==> src/rtl/cpu_bus_pkg.sv <==
// Shared definitions for the core-side bus arbiter: FSM state encoding,
// SRAM-like transfer size codes and a small store-detect helper.
package cpu_bus_pkg;

    typedef enum logic [2:0] {
        ST_IDLE   = 3'd0,
        ST_D_ADDR = 3'd1,
        ST_D_DATA = 3'd2,
        ST_I_ADDR = 3'd3,
        ST_I_DATA = 3'd4
    } arb_state_e;

    localparam logic [1:0] SZ_BYTE = 2'd0;
    localparam logic [1:0] SZ_HALF = 2'd1;
    localparam logic [1:0] SZ_WORD = 2'd2;

    function automatic logic is_store(input logic [3:0] wen);
        return |wen;
    endfunction

endpackage

==> src/rtl/cpu_mem_arbiter_wen_to_size.sv <==
// Byte-enable decoder: turns a store's lane mask into SRAM-like size and the
// low two address bits. Patterns that are not a legal aligned lane group fall
// back to a full word.
module wen_to_size
    import cpu_bus_pkg::*;
(
    input  logic [3:0] wen_i,
    output logic [1:0] size_o,
    output logic [1:0] addr_lo_o
);

    always_comb begin
        size_o    = SZ_WORD;
        addr_lo_o = 2'b00;
        case (wen_i)
            4'b1111: begin size_o = SZ_WORD; addr_lo_o = 2'b00; end
            4'b0011: begin size_o = SZ_HALF; addr_lo_o = 2'b00; end
            4'b1100: begin size_o = SZ_HALF; addr_lo_o = 2'b10; end
            4'b0001: begin size_o = SZ_BYTE; addr_lo_o = 2'b00; end
            4'b0010: begin size_o = SZ_BYTE; addr_lo_o = 2'b01; end
            4'b0100: begin size_o = SZ_BYTE; addr_lo_o = 2'b10; end
            4'b1000: begin size_o = SZ_BYTE; addr_lo_o = 2'b11; end
            default: begin size_o = SZ_WORD; addr_lo_o = 2'b00; end
        endcase
    end

endmodule

==> src/rtl/cpu_mem_arbiter.sv <==
// Shares one SRAM-like master port between instruction fetch and data access,
// one transaction at a time with data first, and holds results until the pipeline advances.
module cpu_mem_arbiter
    import cpu_bus_pkg::*;
#(
    parameter int ADDR_W = 32,
    parameter int DATA_W = 32
) (
    input  logic              clk,
    input  logic              rst,

    input  logic              inst_en,
    input  logic [ADDR_W-1:0] inst_addr,
    output logic [DATA_W-1:0] inst_rdata,
    output logic              i_stall,

    input  logic              mem_en,
    input  logic              mem_rd,
    input  logic [3:0]        mem_wen,
    input  logic [ADDR_W-1:0] mem_addr,
    input  logic [DATA_W-1:0] mem_wdata,
    output logic [DATA_W-1:0] mem_rdata,
    output logic              d_stall,

    input  logic              all_stall,

    // Handshake: bus_req with its fields is held from registered state until
    // bus_addr_ok is seen high at a clock edge; bus_data_ok then completes it.
    output logic              bus_req,
    output logic              bus_wr,
    output logic [1:0]        bus_size,
    output logic [ADDR_W-1:0] bus_addr,
    output logic [DATA_W-1:0] bus_wdata,
    input  logic              bus_addr_ok,
    input  logic              bus_data_ok,
    input  logic [DATA_W-1:0] bus_rdata,

    output logic [2:0]        dbg_state_o
);

    arb_state_e        state_q, state_d;
    logic              i_done_q, i_done_d;
    logic              d_done_q, d_done_d;
    logic [DATA_W-1:0] ibuf_q, ibuf_d;
    logic [DATA_W-1:0] dbuf_q, dbuf_d;

    logic              d_is_store;
    logic              d_pend;
    logic              i_pend;
    logic [1:0]        st_size;
    logic [1:0]        st_addr_lo;

    wen_to_size u_wen_to_size (
        .wen_i     (mem_wen),
        .size_o    (st_size),
        .addr_lo_o (st_addr_lo)
    );

    assign d_is_store = is_store(mem_wen);
    assign d_pend     = mem_en & (mem_rd | d_is_store) & ~d_done_q;
    assign i_pend     = inst_en & ~i_done_q;

    assign d_stall     = d_pend;
    assign i_stall     = i_pend;
    assign mem_rdata   = dbuf_q;
    assign inst_rdata  = ibuf_q;
    assign dbg_state_o = state_q;

    always_comb begin
        state_d   = state_q;
        i_done_d  = i_done_q;
        d_done_d  = d_done_q;
        ibuf_d    = ibuf_q;
        dbuf_d    = dbuf_q;
        bus_req   = 1'b0;
        bus_wr    = 1'b0;
        bus_size  = SZ_WORD;
        bus_addr  = '0;
        bus_wdata = '0;

        case (state_q)
            ST_IDLE: begin
                if (d_pend) begin
                    state_d = ST_D_ADDR;
                end else if (i_pend) begin
                    state_d = ST_I_ADDR;
                end
            end
            ST_D_ADDR: begin
                bus_req   = 1'b1;
                bus_wr    = d_is_store;
                bus_wdata = mem_wdata;
                if (d_is_store) begin
                    bus_size = st_size;
                    bus_addr = {mem_addr[ADDR_W-1:2], st_addr_lo};
                end else begin
                    bus_size = SZ_WORD;
                    bus_addr = mem_addr;
                end
                if (bus_addr_ok) begin
                    state_d = ST_D_DATA;
                end
            end
            ST_D_DATA: begin
                if (bus_data_ok) begin
                    dbuf_d   = bus_rdata;
                    d_done_d = 1'b1;
                    // Chain straight into a waiting fetch without an idle bubble.
                    state_d  = i_pend ? ST_I_ADDR : ST_IDLE;
                end
            end
            ST_I_ADDR: begin
                bus_req  = 1'b1;
                bus_wr   = 1'b0;
                bus_size = SZ_WORD;
                bus_addr = inst_addr;
                if (bus_addr_ok) begin
                    state_d = ST_I_DATA;
                end
            end
            ST_I_DATA: begin
                if (bus_data_ok) begin
                    ibuf_d   = bus_rdata;
                    i_done_d = 1'b1;
                    state_d  = ST_IDLE;
                end
            end
            default: begin
                state_d = ST_IDLE;
            end
        endcase

        // The pipeline advanced: both requesters move on to new work.
        if (!all_stall) begin
            i_done_d = 1'b0;
            d_done_d = 1'b0;
        end
    end

    always_ff @(posedge clk) begin
        if (rst) begin
            state_q  <= ST_IDLE;
            i_done_q <= 1'b0;
            d_done_q <= 1'b0;
            ibuf_q   <= '0;
            dbuf_q   <= '0;
        end else begin
            state_q  <= state_d;
            i_done_q <= i_done_d;
            d_done_q <= d_done_d;
            ibuf_q   <= ibuf_d;
            dbuf_q   <= dbuf_d;
        end
    end

endmodule

==> config.mk <==
export PLATFORM = sky130hd
export DESIGN_NAME = cpu_mem_arbiter
export DESIGN_NICKNAME = d
export VERILOG_FILES = /design/src/rtl/cpu_bus_pkg.sv /design/src/rtl/cpu_mem_arbiter_wen_to_size.sv /design/src/rtl/cpu_mem_arbiter.sv
export SDC_FILE = /design/constraint.sdc
export NUM_CORES = 1
export LEC_CHECK = 0
export ABC_CLOCK_PERIOD_IN_PS = 3500
export BUFFER_PORTS_ARGS = -buffer_cell sky130_fd_sc_hd__buf_4
export CAP_MARGIN = 20
export CORE_MARGIN = 10
export CORE_UTILIZATION = 42
export CTS_CLUSTER_DIAMETER = 50
export DETAILED_ROUTE_END_ITERATION = 10
export PLACE_DENSITY = 0.89
export SKIP_LAST_GASP = 1
export SLEW_MARGIN = 0
export SYNTH_ARGS = -nofsm -noshare
export SYNTH_HDL_FRONTEND = slang
export SYNTH_SLANG_ARGS = --single-unit
==> constraint.sdc <==
create_clock -name clk -period 3.5 [get_ports clk]
set_input_delay 0.175 -clock clk [delete_from_list [all_inputs] [get_ports clk]]
set_output_delay 0.175 -clock clk [all_outputs]
set_load 0.01 [all_outputs]
==> implementation parameters, run 1 <==
Parameter                              Value

Run status
  Outcome    completed

Timing
  Ratio of final minimum period to clock period    between 50% and 60%
  Slack of the critical path    ~1.4 ns
  Final hold viol count    0
  Worst Clk Skew    0.0100 ns
  Unrepaired setup endpoints after global routing    false
  Top achievable clock speed    between 0.4 and 0.5 GHz
  Minimum clock period    around 2.1 ns
  Final setup violation count    0
  Final setup TNS    0 ns
  Headroom to the max-slew limit    approximately 33%
  Tightest Pin Transition    1.01 ns
  Number of max-slew violations in the final report    0

CTS
  Root buffer cell    clkbuf_8
  # Post-CTS Setup Buffers    0
  CTS Hold Bufs    0
  CTS HTree Levels    3
  # clock sinks    just under 70
  Clock tree from TritonCTS    built
  Latest clock arrival within the worst-skew pair    0.34 ns
  Clk buf depth    2
  Resized Gates After CTS    0
  Number of buffers added by the clock tree synthesis step    9
  Clock slew seen by the registers of the worst setup and hold paths    approximately 0.070 ns

Logic synthesis
  Yosys cell types    28
  Post-synth top area cell    dfxtp_1
  Sequential fraction of the synthesis area    between 40% and 50%
  Yosys reg bits    ~70
  Synth warnings    0
  Fraction of synthesized cell area taken by the top area cell type    42.4%
  Synth Instances    approximately 440
  Top area cells in the synthesized netlist    dfxtp_1 (42%), nand2_1 (15%), a21oi_1 (11%), mux2i_1 (9.2%), and3_1 (6.5%)
  Synthesized area    around 3300 um2
  Mean cell area of the mapped netlist    7.39 um2
  Net count of the mapped netlist    between 500 and 600

Finish
  Net count, final    approximately 840
  Total inserted antenna cells    0
  Final non-filler cell area    5560 um2
  Fraction of final layout cells sized beyond drive strength 1    roughly 43%
  Count of filler cells inserted in the layout    approximately 630
  Layout-stage area growth over the synthesis result    70.6%

Setup path
  Worst EP arrival    approximately 1.9 ns
  Type of element launching the critical path    flop
  Data required time of the critical path    around 3.3 ns
  Critical Path Fanout Max    38
  Critical Setup Path Class    flop to primary output
  Kind of capture point of the worst setup path    primary output

Floorplan
  Row cnt    32
  Placeable core region    7650 um2
  I/O Pins    277
  Area of the die    about 12,000 um2
  Starting density of the core    42.6%
  Horizontal die dimension    about 110 um
  Die height    108 um

Drt
  Routed WL    about 15,000 um
  DRT Pass-1 Iters    4
  Number of design rule violations left after detail routing    0
  Detailed-route via count    between 4,000 and 5,000
  Antenna Nets Post-Route    0
  Drt wl/cell    around 18 um
  1st-iter DRT viols    around 170
  Via-per-instance ratio    between 5 and 6

GRT
  Number of antenna violations at the first check in global routing    0
  First-pass GRT wire length    between 20,000 and 25,000 um
  Aggregate global routing overflow    0
  Gr usage total    23.3%
  Vias in the first global route    4,010
  Pin count of the biggest net entering global routing    just under 70

Placement
  Placer's final routability congestion estimate    0.789
  Detailed-placement wirelength estimate    ~12,000 um
  Instance area after placement    ~5300 um2
  Worst slack, placed    1.64 ns
  Quantity of I/O buffers inserted on ports    276

Pwr
  Pwr dens    about 410 nW/um2
  Leakage    roughly 2.7 nW
  IR drop worst, VDD    roughly 0.24 mV

Run
  Reported max-cap violation count    0

Worst hold path
  Path class of the lowest-slack min-delay path    input pin to flop
==> worst paths after layout <==
check	start	end	slack, ns	cells after the start
worst max register to register	dbg_state_o[2]$_SDFFE_PP0P_	inst_rdata[5]$_SDFFE_PP0P_	1.59	5
worst max-delay path	dbg_state_o[1]$_SDFFE_PP0P_	bus_addr[1]	1.41	4
worst min-delay path	bus_addr_ok	dbg_state_o[0]$_SDFFE_PP0P_	0.09	2
worst min register to register	inst_rdata[14]$_SDFFE_PP0P_	inst_rdata[14]$_SDFFE_PP0P_	0.45	2
==> registers in the layout (all words and copies together) (netlist names) <==
signal	count
i_done_q	1
dbg_state_o	3
mem_rdata	32
inst_rdata	32
d_done_q	1
==> through the flow <==
step                hold slack [ns]  total power, mW  util, %  std cells
floorplan                     0.297             1.22        -        441
global placement              0.420             1.59     69.8        787
detailed placement            0.422             1.61     69.8        787
CTS                          0.0709             2.32     72.7        803
global route                 0.0851             2.41     72.7        803
finish                       0.0885             2.30     72.7        803
==> area by class of cell <==
| type | count | area [um2] | area share [%] |
|---|---|---|---|
| sequential | 69 | 1380 | 24.9 |
| tap | 102 | 128 | 2.30 |
| timing repair buffer | 281 | 2110 | 37.9 |
| clock inverter | 6 | 86.3 | 1.55 |
| inverter | 5 | 18.8 | 0.338 |
| clock buffer | 10 | 138 | 2.48 |
| multi-input combinational | 330 | 1700 | 30.5 |
==> worst max-delay path, stage by stage (launching register included) <==
cell and delay (ns):
dfxtp_2 0.35, inv_1 0.59, o311ai_0 0.28, a21oi_1 0.21
buf_4 0.15
==> power breakdown <==
group	internal, mW	switching, mW
Sequential	0.816	0.0222
Clock	0.419	0.294
Combinational	0.374	0.379
==> metal layers <==
| metal | track usage [%] | wire [um] | vias to the layer above |
|---|---|---|---|
| met5 | 0 | 0 | - |
| met4 | 7.73 | 338 | 0 |
| met3 | 9.82 | 1580 | 22 |
| met2 | 42.2 | 7700 | 185 |
| met1 | 23.5 | 5100 | 1842 |
| li1 | - | - | 1976 |
==> logic make-up (layout without fill, tap and decap cells) <==
logic type	after synthesis	after routing	synth area share (%)
AND/OR/NAND/NOR	219	219	29.3
AO/OA/AOI/OAI	80	80	13.3
flip-flops	69	69	42.4
buffers and inverters	42	302	5.57
multiplexers	30	30	9.21
XOR/XNOR	1	1	0.269
==> synthesized netlist by cell type, drive strengths merged <==
master   instances
or4              1
nor3             4
o221ai           1
o211ai           1
a21oi           70
nand2          132
nor4             1
a2111oi          2
buf             15
xor2             1
nor3b            1
nand2b           4
dfxtp           69
and3            34
inv              5
and2             1
mux2i           30
o22a             1
nand3            3
o32ai            1
o31ai            1
clkbuf          22
a31oi            2
o311ai           1
nor2            38
==> cells in the final DEF (no fill, tap or decap), types with 3 or more instances in the layout <==
master      n
mux2i_1    30
nand3_1     3
nor2_1     38
and3_1     34
nand2_1   132
nand2b_1    4
inv_1       5
buf_4     281
a21oi_1    69
dfxtp_1    68
nor3_1      4
clkbuf_8   10
(Power assumes the default switching activity.)
==> run 2: changes to the inputs <==
--- a/config.mk
+++ b/config.mk
@@ -5,14 +5,14 @@
 export SDC_FILE = /design/constraint.sdc
 export NUM_CORES = 1
 export LEC_CHECK = 0
-export ABC_CLOCK_PERIOD_IN_PS = 3500
+export ABC_CLOCK_PERIOD_IN_PS = 1800
 export BUFFER_PORTS_ARGS = -buffer_cell sky130_fd_sc_hd__buf_4
 export CAP_MARGIN = 20
 export CORE_MARGIN = 10
-export CORE_UTILIZATION = 42
+export CORE_UTILIZATION = 35
 export CTS_CLUSTER_DIAMETER = 50
 export DETAILED_ROUTE_END_ITERATION = 10
-export PLACE_DENSITY = 0.89
+export PLACE_DENSITY = 0.79
 export SKIP_LAST_GASP = 1
 export SLEW_MARGIN = 0
 export SYNTH_ARGS = -nofsm -noshare
==> constraint.sdc (replaced) <==
create_clock -name clk -period 1.8 [get_ports clk]
set_input_delay 0.09 -clock clk [delete_from_list [all_inputs] [get_ports clk]]
set_output_delay 0.09 -clock clk [all_outputs]
set_load 0.01 [all_outputs]
==> implementation parameters, run 2 (synthesis gave the netlist of run 1 again) <==
Parameter                              Value

Run status
  Outcome    completed (unchanged)

GRT
  Gr usage total    20.9% (was 23.3%)
  Vias in the first global route    4,170 (was 4,010)
  Pin count of the biggest net entering global routing    51 (was 68)
  Number of antenna violations at the first check in global routing    0 (unchanged)
  Aggregate global routing overflow    0 (unchanged)
  First-pass GRT wire length    22,300 um (was 21,600 um)

CTS
  Clk buf depth    2 (unchanged)
  Root buffer cell    clkbuf_8 (unchanged)
  # clock sinks    69 (unchanged)
  Latest clock arrival within the worst-skew pair    0.33 ns (was 0.34 ns)
  Number of buffers added by the clock tree synthesis step    9 (unchanged)
  Clock tree from TritonCTS    built (unchanged)
  CTS HTree Levels    3 (unchanged)
  # Post-CTS Setup Buffers    0 (unchanged)
  Clock slew seen by the registers of the worst setup and hold paths    0.08 ns (was 0.07 ns)

Pwr
  Pwr dens    761 nW/um2 (was 414 nW/um2)
  Leakage    2.83 nW (was 2.68 nW)
  IR drop worst, VDD    0.278 mV (was 0.235 mV)

Drt
  Via-per-instance ratio    4.86 (was 5.01)
  Routed WL    15,100 um (was 14,700 um)
  DRT Pass-1 Iters    5 (was 4)
  Drt wl/cell    17.8 um (was 18.3 um)
  Antenna Nets Post-Route    0 (unchanged)
  Detailed-route via count    4,115 (was 4,025)
  1st-iter DRT viols    256 (was 169)
  Number of design rule violations left after detail routing    0 (unchanged)

Setup path
  Setup slack of the worst register-to-register path    0.33 ns (was 1.59 ns)
  Kind of capture point of the worst setup path    primary output (unchanged)
  Critical Setup Path Class    flop to primary output (unchanged)
  Data required time of the critical path    1.71 ns (was 3.32 ns)
  Critical Path Fanout Max    34 (was 38)
  Type of element launching the critical path    flop (unchanged)
  Worst EP arrival    1.62 ns (was 1.92 ns)

Timing
  Worst hold margin    0.0185 ns (was 0.0885 ns)
  Final setup TNS    0 ns (unchanged)
  Ratio of final minimum period to clock period    between 90% and 100%
  Top achievable clock speed    about 0.6 GHz
  Worst Clk Skew    0.00937 ns (was 0.0100 ns)
  Final hold viol count    0 (unchanged)
  Headroom to the max-slew limit    65.7% (was 32.8%)
  Tightest Pin Transition    0.515 ns (was 1.01 ns)
  Final setup violation count    0 (unchanged)
  Number of max-slew violations in the final report    0 (unchanged)
  Minimum clock period    1.71 ns

Finish
  Most common library cell in the layout ignoring fill and taps    buf_4 (unchanged)
  Layout-stage area growth over the synthesis result    81.5% (was 70.6%)
  Total inserted antenna cells    0 (unchanged)
  Most used cells in the layout excluding fill and tap cells    buf_4 (287), nand2_1 (132), a21oi_1 (69) (was buf_4 (281), nand2_1 (132), a21oi_1 (69))
  Fraction of final layout cells sized beyond drive strength 1    42.1% (was 42.8%)
  Net count, final    871 (was 836)
  Count of filler cells inserted in the layout    734 (was 626)
  Non-filler instance count after layout    847 (was 803)

Placement
  Cell Count Post-Placement    805 (was 787)
  Quantity of I/O buffers inserted on ports    276 (unchanged)
  Placer's final routability congestion estimate    0.809 (was 0.789)
  Detailed-placement wirelength estimate    12,100 um (about the same)

Floorplan
  Area of the die    13,600 um2 (was 11,700 um2)
  Row cnt    35 (was 32)
  Die height    117 um (was 108 um)
  Placeable core region    9150 um2 (was 7650 um2)
  I/O Pins    277 (unchanged)
  Starting density of the core    35.6% (was 42.6%)
  Horizontal die dimension    117 um (was 108 um)

Run
  Reported max-cap violation count    0 (unchanged)

Worst hold path
  Path class of the lowest-slack min-delay path    input pin to flop (unchanged)
==> run 2: changes by cell type in the layout (fill, tap and decap cells not counted), sizes merged <==
cell,change
buf,+9
dlygate4sd3,+26
clkinv,-1
bufinv,-1
clkinvlp,+1
clkbuf,+1
==> run 2: worst paths after layout <==
path	start	endpoint	cells past startpoint
worst max-delay path	dbg_state_o[1]$_SDFFE_PP0P_	bus_addr[4]	4
worst min register to register	inst_rdata[16]$_SDFFE_PP0P_	inst_rdata[16]$_SDFFE_PP0P_	2
worst max register to register	dbg_state_o[1]$_SDFFE_PP0P_	dbg_state_o[1]$_SDFFE_PP0P_	4
worst min-delay path	bus_rdata[26]	inst_rdata[26]$_SDFFE_PP0P_	3
==> run 2: report_power, final <==
group          switching [mW]  internal [mW]  leakage (nW)  total [mW]
sequential             0.0531           1.59         0.558        1.64
combinational           0.751          0.809          2.17        1.56
clock                   0.584          0.715         0.102        1.30
==> run 2: final cells by class <==
class                      count  area (um2)  share of cell area [%]
clock buffer                  11         151                    2.56
clock inverter                 5        58.8                   0.994
inverter                       5        18.8                   0.317
multi-input combinational    330        1700                    28.7
sequential                    69        1380                    23.4
tap                          111         139                    2.35
timing repair buffer         316        2470                    41.7
==> run 2: metal layers <==
| layer | up-vias | track usage [%] | wire length [um] |
|---|---|---|---|
| met2 | 187 | 37.1 | 7860 |
| met5 | - | 0 | 0 |
| met3 | 19 | 8.68 | 1610 |
| li1 | 2045 | - | - |
| met1 | 1864 | 21.8 | 5320 |
| met4 | 0 | 6.76 | 261 |
==> run 2: repair_timing <==
item                       4_1_cts  5_1_grt
setup endpoints to repair        0       33
hold buffers                    26        0
resized for setup                0        2
hold endpoints to repair        41        0
==> run 2: per-stage QoR <==
| stage | power, mW | worst slack (ns) | util (%) | instance area (um2) |
|---|---|---|---|---|
| after floorplan | 2.37 | 0.409 | - | 3260 |
| after global placement | 3.16 | 0.445 | 59.4 | 5440 |
| after detailed placement | 3.19 | 0.371 | 59.4 | 5440 |
| after CTS | 4.54 | 0.0466 | 64.6 | 5910 |
| after global routing | 4.73 | -0.000102 | 64.6 | 5910 |
| final | 4.50 | 0.0931 | 64.6 | 5910 |
==> run 2: worst max-delay path: stages, from the launching register on <==
cell	delay [ns]
dfxtp_2	0.48
buf_12	0.27
mux2i_1	0.29
nor2_1	0.08
buf_4	0.15
